<file path="src/rtl/siso_llr_rev_buffer.sv">
// Frame buffer: writes one LLR frame to an external RAM and replays it reversed.
// Optional overflow flag is built when LLR_BUF_OVF_CHECK_EN is defined.
module siso_llr_rev_buffer #(
  parameter int DWIDTH = 16,
  parameter int DEPTH  = 256,
  localparam int AW    = $clog2(DEPTH)
) (
  input  logic              aclk,
  input  logic              reset,
  input  logic [DWIDTH-1:0] s_axis_tdata,
  input  logic              s_axis_tvalid,
  input  logic              s_axis_tlast,
  output logic              s_axis_tready,
  output logic [DWIDTH-1:0] m_axis_tdata,
  output logic              m_axis_tvalid,
  output logic              m_axis_tlast,
  input  logic              m_axis_tready,
  output logic              ram_we,
  output logic [AW-1:0]     ram_wr_addr,
  output logic [DWIDTH-1:0] ram_din,
  output logic [AW-1:0]     ram_rd_addr,
  input  logic [DWIDTH-1:0] ram_dout,
  output logic [AW:0]       frame_len,
  output logic              busy,
  output logic              ovf
);

  typedef enum logic [1:0] {IDLE, LOAD, SETTLE, DRAIN} state_e;

  localparam logic [AW:0] FULL = DEPTH[AW:0];

  state_e            state_q;
  logic [AW:0]       wr_cnt_q;
  logic [AW-1:0]     rd_ptr_q;
  logic [AW:0]       frame_len_q;
  logic              ram_we_q;
  logic [AW-1:0]     ram_wr_addr_q;
  logic [DWIDTH-1:0] ram_din_q;
  logic              rd_done_q;
  logic              rd_vld_q;
  logic              rd_last_q;
  logic [DWIDTH-1:0] sk0_data_q;
  logic [DWIDTH-1:0] sk1_data_q;
  logic              sk0_last_q;
  logic              sk1_last_q;
  logic [1:0]        sk_cnt_q;

  logic        s_hs;
  logic        m_hs;
  logic        full;
  logic        issue;
  logic [1:0]  pend;
  logic [AW:0] fl_next;

  assign s_axis_tready = (state_q == IDLE) || (state_q == LOAD);
  assign s_hs          = s_axis_tvalid & s_axis_tready;
  assign m_axis_tvalid = (sk_cnt_q != 2'd0);
  assign m_axis_tdata  = sk0_data_q;
  assign m_axis_tlast  = sk0_last_q & m_axis_tvalid;
  assign m_hs          = m_axis_tvalid & m_axis_tready;
  assign full          = (wr_cnt_q == FULL);
  assign fl_next       = full ? FULL : wr_cnt_q + 1'b1;

  assign ram_we      = ram_we_q;
  assign ram_wr_addr = ram_wr_addr_q;
  assign ram_din     = ram_din_q;
  // outside DRAIN the read port is parked away from the write address
  assign ram_rd_addr = (state_q == DRAIN) ? rd_ptr_q : ~ram_wr_addr_q;
  assign frame_len   = frame_len_q;
  assign busy        = (state_q != IDLE);

  // occupancy after this cycle's pop, counting the read already in flight
  always_comb begin
    pend  = sk_cnt_q - {1'b0, m_hs} + {1'b0, rd_vld_q};
    issue = (state_q == DRAIN) && !rd_done_q && (pend < 2'd2);
  end

  always_ff @(posedge aclk) begin
    if (reset) begin
      state_q       <= IDLE;
      wr_cnt_q      <= '0;
      rd_ptr_q      <= '0;
      frame_len_q   <= '0;
      ram_we_q      <= 1'b0;
      ram_wr_addr_q <= '0;
      ram_din_q     <= '0;
      rd_done_q     <= 1'b0;
      rd_vld_q      <= 1'b0;
      rd_last_q     <= 1'b0;
      sk0_data_q    <= '0;
      sk1_data_q    <= '0;
      sk0_last_q    <= 1'b0;
      sk1_last_q    <= 1'b0;
      sk_cnt_q      <= 2'd0;
    end else begin
      ram_we_q <= 1'b0;
      unique case (state_q)
        IDLE, LOAD: begin
          if (s_hs) begin
            if (!full) begin
              ram_we_q      <= 1'b1;
              ram_wr_addr_q <= wr_cnt_q[AW-1:0];
              ram_din_q     <= s_axis_tdata;
              wr_cnt_q      <= wr_cnt_q + 1'b1;
            end
            if (s_axis_tlast) begin
              state_q     <= SETTLE;
              frame_len_q <= fl_next;
            end else begin
              state_q <= LOAD;
            end
          end
        end
        SETTLE: begin
          state_q   <= DRAIN;
          rd_ptr_q  <= frame_len_q[AW-1:0] - 1'b1;
          rd_done_q <= 1'b0;
        end
        DRAIN: begin
          if (issue) begin
            if (rd_ptr_q == '0) rd_done_q <= 1'b1;
            else                rd_ptr_q  <= rd_ptr_q - 1'b1;
          end
          if (m_hs && m_axis_tlast) begin
            state_q     <= IDLE;
            wr_cnt_q    <= '0;
            rd_ptr_q    <= '0;
            frame_len_q <= '0;
          end
        end
        default: state_q <= IDLE;
      endcase

      rd_vld_q  <= issue;
      rd_last_q <= issue && (rd_ptr_q == '0);

      unique case ({rd_vld_q, m_hs})
        2'b10: begin
          if (sk_cnt_q == 2'd0) begin
            sk0_data_q <= ram_dout;
            sk0_last_q <= rd_last_q;
          end else begin
            sk1_data_q <= ram_dout;
            sk1_last_q <= rd_last_q;
          end
          sk_cnt_q <= sk_cnt_q + 1'b1;
        end
        2'b01: begin
          sk0_data_q <= sk1_data_q;
          sk0_last_q <= sk1_last_q;
          sk_cnt_q   <= sk_cnt_q - 1'b1;
        end
        2'b11: begin
          if (sk_cnt_q == 2'd1) begin
            sk0_data_q <= ram_dout;
            sk0_last_q <= rd_last_q;
          end else begin
            sk0_data_q <= sk1_data_q;
            sk0_last_q <= sk1_last_q;
            sk1_data_q <= ram_dout;
            sk1_last_q <= rd_last_q;
          end
        end
        default: ;
      endcase
    end
  end

`ifdef LLR_BUF_OVF_CHECK_EN
  logic ovf_q;

  // sticky until the first beat of the next frame
  always_ff @(posedge aclk) begin
    if (reset) begin
      ovf_q <= 1'b0;
    end else if (s_hs) begin
      if (state_q == IDLE) ovf_q <= 1'b0;
      else if (full)       ovf_q <= 1'b1;
    end
  end

  assign ovf = ovf_q;
`else
  assign ovf = 1'b0;
`endif

endmodule

</file>
<file path="config.mk">
export PLATFORM = sky130hd
export DESIGN_NAME = siso_llr_rev_buffer
export DESIGN_NICKNAME = d
export VERILOG_FILES = /design/src/rtl/siso_llr_rev_buffer.sv
export SDC_FILE = /design/constraint.sdc
export NUM_CORES = 1
export LEC_CHECK = 0
export ABC_AREA = 1
export ABC_CLOCK_PERIOD_IN_PS = 4170
export CAP_MARGIN = 20
export CORE_ASPECT_RATIO = 0.5
export CORE_MARGIN = 4
export CORE_UTILIZATION = 45
export CTS_BUF_LIST = sky130_fd_sc_hd__clkbuf_8
export CTS_CLUSTER_DIAMETER = 200
export CTS_CLUSTER_SIZE = 8
export DETAILED_ROUTE_END_ITERATION = 8
export HOLD_SLACK_MARGIN = 0.15
export PLACE_DENSITY_LB_ADDON = 0.15
export SYNTH_ARGS = -nofsm -noshare
export SYNTH_HDL_FRONTEND = slang
export SYNTH_SLANG_ARGS = --single-unit
</file>
<file path="constraint.sdc">
create_clock -name aclk -period 4.17 [get_ports aclk]
set_input_delay 0.6255 -clock aclk [delete_from_list [all_inputs] [get_ports aclk]]
set_output_delay 0.6255 -clock aclk [all_outputs]
set_load 0.05 [all_outputs]
</file>
# After elaboration in Yosys (flattened, before gate mapping)
# Index checks and enable logic that the tools add are counted.
# classes
n_reduce_logical	26
eq_ne	19
bitwise	7
n_lt_le_gt_ge	1
mux	34
n_addsub	7
# ops
operator	count
$mux W16	4
$mux W9	6
$pmux W16 S3	1
$pmux W9 S2	2
$mux W8	4
$pmux W16 S2	1
$pmux W8 S2	1
$sub A8 B1 Y8 const B	2
$ne A2 B2 Y1 const B	7
$reduce_and A3 Y1	4
$reduce_bool A2 Y1	6
$add A9 B1 Y9 const B	1
$eq A9 B9 Y1 const B	1
$eq A2 B2 Y1 const B	4
$logic_not A8 Y1	1
$not A8 Y8	1
$reduce_and A4 Y1	2
$mux W1	7
$eq A2 B1 Y1 const B	3
$mux W2	3
$ne A3 B2 Y1 const B	2
$pmux W2 S3	1
$logic_and A1 B1 Y1	4
$logic_not A2 Y1	2
other kinds (17)	24
# totals
ff_bits	92
wordCells	109

# Logic depth before layout (Yosys ltp)
# Gate-level depths: netlist of run 1.
# logic_depth
ltp_word	9
ltp_mapped	12

# Least setup slack after synthesis of run 1
# Ideal clock, no wire load.
# synth_path
path_kind	reg2out
startpoint	register state_q[1]
endpoint	output port ram_rd_addr[0]
slack_ps	1731
arrival_ps	1814
n_path_buf	1
path_stages_with_launch	5
cell_sequence	dfxtp_1 nand2_2 inv_2 clkbuf_1 o21ai_0
# synth_between
elab_chain_len	2
# synth_lines
element	line	rtl
start: declaration	32	state_e state_q;
start signal: assignment	80	state_q <= IDLE;
start signal: assignment	107	state_q <= SETTLE;
start signal: assignment	110	state_q <= LOAD;
$eq A2 B2 Y1	68	assign ram_rd_addr = (state_q == DRAIN) ? rd_ptr_q : ~ram_wr_addr_q;
$mux W8	68	
end: declaration	21	output logic [AW-1:0] ram_rd_addr,
# No other way between the ends.

# Final worst setup path of run 1
# layout_path
startpoint	register state_q[1]
endpoint	output port ram_rd_addr[5]
# Same word-level chain as after synthesis.

==> results of run 1 <==
per-layer routing:
| layer | GRT usage [%] | up-vias | wire, µm |
|---|---|---|---|
| met1 | 25.7 | 1880 | 5250 |
| met4 | 5.63 | 0 | 121 |
| met5 | 0 | - | 0 |
| met2 | 31.7 | 94 | 5180 |
| li1 | - | 2127 | - |
| met3 | 5.54 | 8 | 599 |
cells by family after synthesis:
kind of cell    count (synthesis)  synth area share (%)
simple gates                  257                  26.0
compound gates                150                  19.0
flops                          92                  42.9
buf+inv                        81                  8.08
fa+ha+maj                       9                  2.62
xor+xnor                        6                  1.22
other cells                     1                0.0874
metrics by stage:
stage	worst slack [ps]	hold WS, ps	std cells
floorplan	1730	455	596
global placement	1550	441	786
detailed placement	1480	447	786
CTS	1070	464	802
global route	869	482	803
finish	1070	460	803
tightest hold or removal path, delay by kind of cell (launching register included):
kind             cells  cell delay [ps]
DFF                  1              320
and+or+nand+nor      2              110
synth_stat cells, types with 3 or more instances:
cell type and n:
nand2_4 4, nand4_1 7, buf_2 5, o21ai_0 74, nand2_2 4, nand3_1 32
dfxtp_1 92, a22oi_1 17, ha_1 9, inv_2 8, nand2_1 85, clkbuf_1 14
buf_4 7, a21oi_1 44, nor2_1 109, o22ai_1 7, nor3_1 3, inv_1 45
nand3b_1 4, o21ai_1 6, xor2_1 5
flip-flops by register name, indices dropped and copies added, names as in the netlist:
signal / cells
rd_last_q: 1
ram_din: 16
state_q: 2
rd_done_q: 1
rd_ptr_q: 8
sk_cnt_q: 2
sk0_last_q: 1
ram_we: 1
rd_vld_q: 1
sk1_last_q: 1
frame_len: 9
ram_wr_addr: 8
m_axis_tdata: 16
sk1_data_q: 16
wr_cnt_q: 9
where the power goes:
group	switching (W)	total [W]	internal, W
sequential	0.0000783	0.00107	0.000987
clock	0.000343	0.000691	0.000347
combinational	0.000693	0.00104	0.000345
total	0.00111	0.00279	0.00168
how the worst min path moves through the flow:
stage / startpoint / endpoint / slack, ps / depth (start not counted)
after floorplan: sk1_data_q[0]$_SDFFE_PP0P_ / sk1_data_q[0]$_SDFFE_PP0P_ / 460 / 2
after global placement: frame_len[8]$_SDFFE_PP0P_ / frame_len[8]$_SDFFE_PP0P_ / 440 / 2
after detailed placement: frame_len[8]$_SDFFE_PP0P_ / frame_len[8]$_SDFFE_PP0P_ / 450 / 2
after CTS: frame_len[8]$_SDFFE_PP0P_ / frame_len[8]$_SDFFE_PP0P_ / 460 / 2
after global routing: frame_len[8]$_SDFFE_PP0P_ / frame_len[8]$_SDFFE_PP0P_ / 480 / 2
final: frame_len[8]$_SDFFE_PP0P_ / frame_len[8]$_SDFFE_PP0P_ / 460 / 2
cell type report:
type	instances	share of cell area (%)
clock inverter	7	1.88
inverter	54	3.71
multi-input combinational	423	38.0
tap	117	2.65
sequential	92	33.3
clock buffer	9	2.24
timing repair buffer	101	18.3
==> flow_metrics.py, run 1 <==
metrics = {
    "logic_synthesis": {
        "synthTopCellsByArea": "dfxtp_1 (43%), nor2_1 (9.5%), o21ai_0 (8.6%), nand2_1 (7.4%), a21oi_1 (5.1%)",
        "syn_area_um2": 4290,
        "ys_types": 34,
        "synthFlopType": "dfxtp_1",
        "ys_warn_count": 0,
        "syn_inst": 596,
        "ys_ff_latch": 92,
        "synth_top_area_cell": "dfxtp_1",
        "yosysTopAreaCellShare_pct": 42.9,
        "syn_area_per_cell_um2": 7.20,
        "synth-async-reset-ratio_pct": 0,
        "syn_nets": 642,
        "synth_edf_count": 0,
        "ys_seq_area_share_pct": 42.9,
    },
    "cells_and_area": {
        "mostFrequentLayoutCells": "nor2_1 (109), clkdlybuf4s50_1 (98), dfxtp_1 (92)",
        "regArea_um2": 1840,
        "multi_input_area_um2": 2100,
        "antenna_cells": 0,
        "drive_gt1_share_pct": 6.41,
        "syn_to_final_growth_pct": 29.0,
        "nets": 727,
        "fin_area_um2": 5530,
        "fin_util_pct": 61.6,
        "layout_commonest_cell": "nor2_1",
        "fillers": 840,
    },
    "floorplan": {
        "die_area_um2": 11300,
        "dieHeight_um": 77.0,
        "die-width_um": 146,
        "core_area_um2": 8980,
        "start_util_pct": 47.8,
        "pin_count": 100,
        "rows": 24,
    },
    "sta": {
        "clock-skew-final_ps": 11.1,
        "max_freq_mhz": 322,
        "rsz0062_at_grt": "false",
        "tns_ps": 0,
        "post-route-period-util_pct": 74.4,
        "worst_pin_slew_ps": 855,
        "slew_headroom_pct": 42.9,
        "setup_violations": 0,
        "min_period_ps": 3100,
        "final_hold_viol_count": 0,
        "drv_slew": 0,
    },
    "worst_setup_path": {
        "timing.rr.start": "wr_cnt_q[0]$_SDFFE_PP0P_",
        "critPathCapture": "ram_rd_addr[5]",
        "worstPathRequired_ps": 3540,
        "crit_path_top_delay_cell": "clkdlybuf4s50_1",
        "startpoint_type": "flip-flop",
        "cp_num_cells": 5,
        "worst-path-buf-inv": 2,
        "worst-setup-path-type": "reg -> out",
        "critPathLaunch": "state_q[1]$_SDFFE_PP0P_",
        "crit_path_cell_trace": "nand2_2, inv_2, nand2_1, o21ai_0, clkdlybuf4s50_1",
        "worst-r2r-cell-count": 9,
        "arrival_ps": 2480,
        "r2r_slack_ps": 1650,
        "max_stage_delay_ps": 840,
        "path_delay_family": "buffers and inverters",
        "r2r_end": "ram_wr_addr[4]$_SDFFE_PP0P_",
        "cp-end-kind": "output pin",
        "crit_fanout": 25,
    },
    "cts": {
        "post-cts-setup-buffers": 0,
        "postCtsHoldBufs": 0,
        "cts.sinks": 92,
        "clk_path_buf_depth": 2,
        "cts_buffers": 9,
        "cts_root_buffer": "clkbuf_8",
        "cts_resized": 0,
        "cts_tree": "done",
        "clkTransAtPathRegs_ps": 90,
        "htreeDepth": 3,
        "clock_latency_ps": 380,
    },
    "global_routing": {
        "grt_max_degree": 39,
        "grt_pass1_vias": 3707,
        "grt_pass1_wl_mm": 18.2,
        "grt-ovfl-total": 0,
        "antenna_found_initial": 0,
        "grt_use_total_pct": 19.6,
    },
    "power": {
        "powerDensity_nw_per_um2": 505,
        "cellLeakagePower_nw": 2.30,
        "vdd_ir_drop_max_mv": 0.365,
        "p_total_w": 0.00279,
    },
    "placed_design": {
        "place_area_um2": 5290,
        "portBuffers": 98,
        "dp_hpwl_mm": 7.86,
        "place.gp.congestion": 0.940,
    },
    "hold_path": {
        "hold_path.class": "reg -> reg",
    },
    "drt": {
        "drtIter0Drc": 297,
        "detail_route.first_pass.iterations": 5,
        "vias_per_cell": 5.12,
        "ant_nets": 0,
        "num_vias": 4109,
        "routedWlPerCell_um": 13.9,
        "wl_mm": 11.1,
        "drc_errors": 0,
    },
    "status": {
        "outcome": "complete, no violations",
    },
    "job": {
        "cap_violations": 0,
    },
}
No activity file was read; power rests on OpenSTA's default activity.
==> run 2, diff against run 1 <==
--- a/config.mk
+++ b/config.mk
@@ -6,7 +6,7 @@
 export NUM_CORES = 1
 export LEC_CHECK = 0
 export ABC_AREA = 1
-export ABC_CLOCK_PERIOD_IN_PS = 4170
+export ABC_CLOCK_PERIOD_IN_PS = 3200
 export CAP_MARGIN = 20
 export CORE_ASPECT_RATIO = 0.5
 export CORE_MARGIN = 4
==> constraint.sdc (replaced) <==
create_clock -name aclk -period 3.2 [get_ports aclk]
set_input_delay 0.48 -clock aclk [delete_from_list [all_inputs] [get_ports aclk]]
set_output_delay 0.48 -clock aclk [all_outputs]
set_load 0.05 [all_outputs]
==> run 2 against run 1 <==
- worst setup slack got worse by 810 ps
- highest routed layer unchanged
- critical endpoint is now ram_rd_addr[1]
- cell area is 0.29% higher
- routed wire length up 1.2%
- register-to-register slack lost 570 ps
- critical path type unchanged
- non-clock buffer count rose by 3
==> flow_metrics.py, run 2 (synthesis gave the netlist of run 1 again) <==
metrics = {
    "status": {
        "outcome": "complete, no violations",
    },
    "floorplan": {
        "die_area_um2": 11300,
        "die-width_um": 146,
        "dieHeight_um": 77.0,
        "core_area_um2": 8980,
        "pin_count": 100,
        "rows": 24,
        "start_util_pct": 47.8,
    },
    "cts": {
        "cts_tree": "done",
        "cts_resized": 0,
        "cts_root_buffer": "clkbuf_8",
        "postCtsHoldBufs": 0,
        "clock_latency_ps": 370,
        "cts_buffers": 9,
        "cts.sinks": 92,
        "htreeDepth": 3,
        "post-cts-setup-buffers": 0,
        "clkTransAtPathRegs_ps": 90,
        "clk_path_buf_depth": 2,
    },
    "sta": {
        "rsz0062_at_grt": "false",
        "max_freq_mhz": 340,
        "clock-skew-final_ps": 11.7,
        "tns_ps": 0,
        "drv_slew": 0,
        "post-route-period-util_pct": 91.9,
        "worst_pin_slew_ps": 562,
        "min_period_ps": 2940,
        "slew_headroom_pct": 62.3,
        "setup_violations": 0,
        "whs_ps": 461,
        "final_hold_viol_count": 0,
    },
    "drt": {
        "wl_mm": 11.3,
        "ant_nets": 0,
        "drc_errors": 0,
        "detail_route.first_pass.iterations": 5,
        "num_vias": 4143,
        "routedWlPerCell_um": 14.0,
        "vias_per_cell": 5.14,
        "drtIter0Drc": 277,
    },
    "cells_and_area": {
        "mostFrequentLayoutCells": "nor2_1 (109), clkdlybuf4s50_1 (98), dfxtp_1 (92)",
        "syn_to_final_growth_pct": 29.4,
        "layout_commonest_cell": "nor2_1",
        "fin_area_um2": 5550,
        "nets": 730,
        "antenna_cells": 0,
        "drive_gt1_share_pct": 6.68,
        "final_cells": 806,
    },
    "global_routing": {
        "grt_use_met1_pct": 26.5,
        "grt-ovfl-total": 0,
        "grt_pass1_vias": 3665,
        "grtUsageMet3_pct": 5.48,
        "grt_max_degree": 47,
        "grt_use_total_pct": 19.7,
        "grt_busiest_layer": "met2",
        "grt_pass1_wl_mm": 18.3,
        "antenna_found_initial": 0,
        "grt_use_met2_pct": 31.4,
    },
    "worst_setup_path": {
        "worstPathRequired_ps": 2720,
        "crit_path_top_delay_cell": "clkdlybuf4s50_1",
        "cp-end-kind": "output pin",
        "worst-r2r-cell-count": 11,
        "crit_path_cell_trace": "nand2_2, inv_2, nand2_1, o21ai_0, clkdlybuf4s50_1",
        "startpoint_type": "flip-flop",
        "arrival_ps": 2460,
        "max_stage_delay_ps": 840,
        "worst-setup-path-type": "reg -> out",
        "crit_fanout": 25,
    },
    "hold_path": {
        "holdPathStages": 2,
        "hold_path.class": "reg -> reg",
    },
    "placed_design": {
        "place.gp.congestion": 0.922,
        "place_area_um2": 5310,
        "dp_cells": 789,
        "portBuffers": 98,
        "dp_hpwl_mm": 7.88,
    },
    "power": {
        "vdd_ir_drop_max_mv": 0.468,
        "cellLeakagePower_nw": 2.31,
        "powerDensity_nw_per_um2": 654,
        "p_total_w": 0.00363,
    },
    "job": {
        "cap_violations": 0,
    },
}
==> run 2: area by class of cell <==
| cell class | count | area, µm² |
|---|---|---|
| sequential | 92 | 1840 |
| tap | 117 | 146 |
| fill | 828 | 3430 |
| inverter | 54 | 205 |
| clock buffer | 10 | 138 |
| multi-input combinational | 423 | 2100 |
| clock inverter | 6 | 87.6 |
| timing repair buffer | 104 | 1030 |
==> run 2: where the power goes <==
| part | total [W] | internal (W) | switching, W |
|---|---|---|---|
| combinational | 0.00136 | 0.000450 | 0.000910 |
| sequential | 0.00139 | 0.00129 | 0.000101 |
| clock | 0.000883 | 0.000461 | 0.000421 |
| total | 0.00363 | 0.00220 | 0.00143 |
==> run 2: worst paths after layout <==
| path | from | end | slack, ps |
|---|---|---|---|
| setup / recovery | state_q[1]$_SDFFE_PP0P_ | ram_rd_addr[1] | 260 |
| hold / removal | frame_len[8]$_SDFFE_PP0P_ | frame_len[8]$_SDFFE_PP0P_ | 460 |
| setup reg to reg | sk_cnt_q[0]$_SDFFE_PP0P_ | sk1_data_q[8]$_SDFFE_PP0P_ | 1080 |
| hold reg to reg | frame_len[8]$_SDFFE_PP0P_ | frame_len[8]$_SDFFE_PP0P_ | 460 |
==> run 2: through the flow <==
stage                     util (%)  setup WS [ps]
final                         61.8            258
after global routing          61.8           43.4
after detailed placement      59.2            664
after global placement        59.2            757
after CTS                     61.7            247
after floorplan                  -            906
==> run 2: critical path, delay by kind of cell, from the launching register on <==
kind | cells | cell delay, ps
flops | 1 | 450
simple gates | 2 | 330
compound gates | 1 | 100
buf+inv | 2 | 1210
==> run 2: routing by layer <==
metal / up-vias / routed length, µm
li1: 2134 / -
met1: 1898 / 5410
met2: 100 / 5140
met3: 11 / 640
met4: 0 / 95
met5: - / 0
==> run 3, diff against run 2 <==
--- a/config.mk
+++ b/config.mk
@@ -6,7 +6,7 @@
 export NUM_CORES = 1
 export LEC_CHECK = 0
 export ABC_AREA = 1
-export ABC_CLOCK_PERIOD_IN_PS = 3200
+export ABC_CLOCK_PERIOD_IN_PS = 3300
 export CAP_MARGIN = 20
 export CORE_ASPECT_RATIO = 0.5
 export CORE_MARGIN = 4
==> constraint.sdc (replaced) <==
create_clock -name aclk -period 3.3 [get_ports aclk]
set_input_delay 0.495 -clock aclk [delete_from_list [all_inputs] [get_ports aclk]]
set_output_delay 0.495 -clock aclk [all_outputs]
set_load 0.05 [all_outputs]
==> run 3 against run 2 <==
- flip-flop and latch count stayed put
- register-to-register slack better by 90 ps
- combinational power is 4% lower
- clock skew increased by 5.4 ps
- critical endpoint is now ram_rd_addr[2]
- largest power group unchanged
==> flow_metrics.py, run 3 (synthesis gave the netlist of run 1 again) <==
metrics = {
    "cts": {
        "cts_root_buffer": "clkbuf_8",
        "clk_path_buf_depth": 2,
        "clock_latency_ps": 370,
        "cts_tree": "done",
        "clkTransAtPathRegs_ps": 100,
        "cts.sinks": 92,
        "cts_resized": 0,
        "htreeDepth": 3,
        "cts_buffers": 9,
        "post-cts-setup-buffers": 0,
        "postCtsHoldBufs": 0,
    },
    "cells_and_area": {
        "antenna_cells": 0,
        "mostFrequentLayoutCells": "nor2_1 (109), clkdlybuf4s50_1 (98), dfxtp_1 (92)",
        "fin_util_pct": 61.3,
        "nets": 730,
        "syn_to_final_growth_pct": 28.4,
        "drive_gt1_share_pct": 6.82,
        "layout_commonest_cell": "nor2_1",
    },
    "drt": {
        "drc_errors": 0,
        "ant_nets": 0,
        "wl_mm": 11.4,
        "num_vias": 4180,
        "routedWlPerCell_um": 14.1,
        "vias_per_cell": 5.19,
        "detail_route.first_pass.iterations": 5,
        "drtIter0Drc": 247,
    },
    "power": {
        "cellLeakagePower_nw": 2.29,
        "powerDensity_nw_per_um2": 619,
        "p_sw_share_pct": 42.0,
        "intPower_w": 0.00198,
        "vdd_ir_drop_max_mv": 0.401,
        "pwr-share-comb_pct": 38.5,
        "power_frac_seq_pct": 39.6,
        "p_sw_w": 0.00143,
        "p_clk_share_pct": 22.0,
    },
    "worst_setup_path": {
        "crit_fanout": 25,
        "worst-path-buf-inv": 2,
        "crit_path_top_delay_cell": "clkdlybuf4s50_1",
        "crit_path_cell_trace": "nand2_2, inv_2, nand2_1, o21ai_0, clkdlybuf4s50_1",
        "startpoint_type": "flip-flop",
        "cp-end-kind": "output pin",
        "worstPathRequired_ps": 2800,
        "arrival_ps": 2500,
        "path_delay_family": "buffers and inverters",
        "worst-setup-path-type": "reg -> out",
        "max_stage_delay_ps": 830,
    },
    "sta": {
        "max_freq_mhz": 334,
        "post-route-period-util_pct": 90.7,
        "clock-skew-final_ps": 17.2,
        "slew_headroom_pct": 63.3,
        "final_hold_viol_count": 0,
        "rsz0062_at_grt": "false",
        "drv_slew": 0,
        "setup_violations": 0,
        "tns_ps": 0,
        "worst_pin_slew_ps": 547,
        "min_period_ps": 2990,
    },
    "global_routing": {
        "grt_use_total_pct": 20.3,
        "grt_pass1_vias": 3800,
        "grt-ovfl-total": 0,
        "antenna_found_initial": 0,
        "grt_pass1_wl_mm": 18.9,
        "grt_max_degree": 38,
    },
    "floorplan": {
        "dieHeight_um": 77.0,
        "start_util_pct": 47.8,
        "pin_count": 100,
        "rows": 24,
        "die-width_um": 146,
        "die_area_um2": 11300,
        "core_area_um2": 8980,
    },
    "hold_path": {
        "hold_path.class": "reg -> reg",
    },
    "job": {
        "cap_violations": 0,
    },
    "status": {
        "outcome": "complete, no violations",
    },
    "placed_design": {
        "portBuffers": 98,
        "dp_hpwl_mm": 7.90,
        "place.gp.congestion": 0.916,
    },
}
-- run 3: through the flow --
stage          cell area [µm²]  cells  setup slack, ps  hold slack (ps)  total power [W]
4_1_cts                   5510    806              328              462          0.00343
6_report                  5510    806              306              459          0.00341
3_5_place_dp              5320    790              747              442          0.00268
5_1_grt                   5510    806              126              498          0.00360
3_3_place_gp              5320    790              836              443          0.00267
2_1_floorplan             4290    596              991              455          0.00228
-- run 3: cell type report --
type | count | area, µm²
inverter | 54 | 205
sequential | 92 | 1840
clock inverter | 7 | 62.6
timing repair buffer | 104 | 1030
fill | 854 | 3470
multi-input combinational | 423 | 2100
tap | 117 | 146
clock buffer | 9 | 124
-- run 3: path summary, 6_finish.rpt --
kind / from / to / slack, ps / cells after the start
min reg2reg: frame_len[8]$_SDFFE_PP0P_ / frame_len[8]$_SDFFE_PP0P_ / 460 / 2
min: frame_len[8]$_SDFFE_PP0P_ / frame_len[8]$_SDFFE_PP0P_ / 460 / 2
max: state_q[1]$_SDFFE_PP0P_ / ram_rd_addr[2] / 310 / 5
max reg2reg: sk_cnt_q[0]$_SDFFE_PP0P_ / sk1_data_q[13]$_SDFFE_PP0P_ / 1170 / 11
-- run 3: power groups by stage --
stage	sequential [W]	combinational [W]	clock, W
after floorplan	0.00168	0.000600	0
after global placement	0.00137	0.00130	0
after detailed placement	0.00137	0.00131	0
after CTS	0.00135	0.00132	0.000767
after global routing	0.00137	0.00142	0.000820
final	0.00135	0.00131	0.000749
-- run 3: tightest hold or removal path: cells and delay by family, from the launching register on --
kind / cells / cell delay [ps]
flops: 1 / 330
simple gates: 2 / 100
-- run 3: metal layers --
metal / global-route usage, % / up-vias / wire length [µm]
met5: 0 / - / 0
met4: 4.13 / 0 / 112
met1: 26.5 / 1908 / 5280
met3: 6.54 / 13 / 700
met2: 33.1 / 117 / 5280
li1: - / 2142 / -
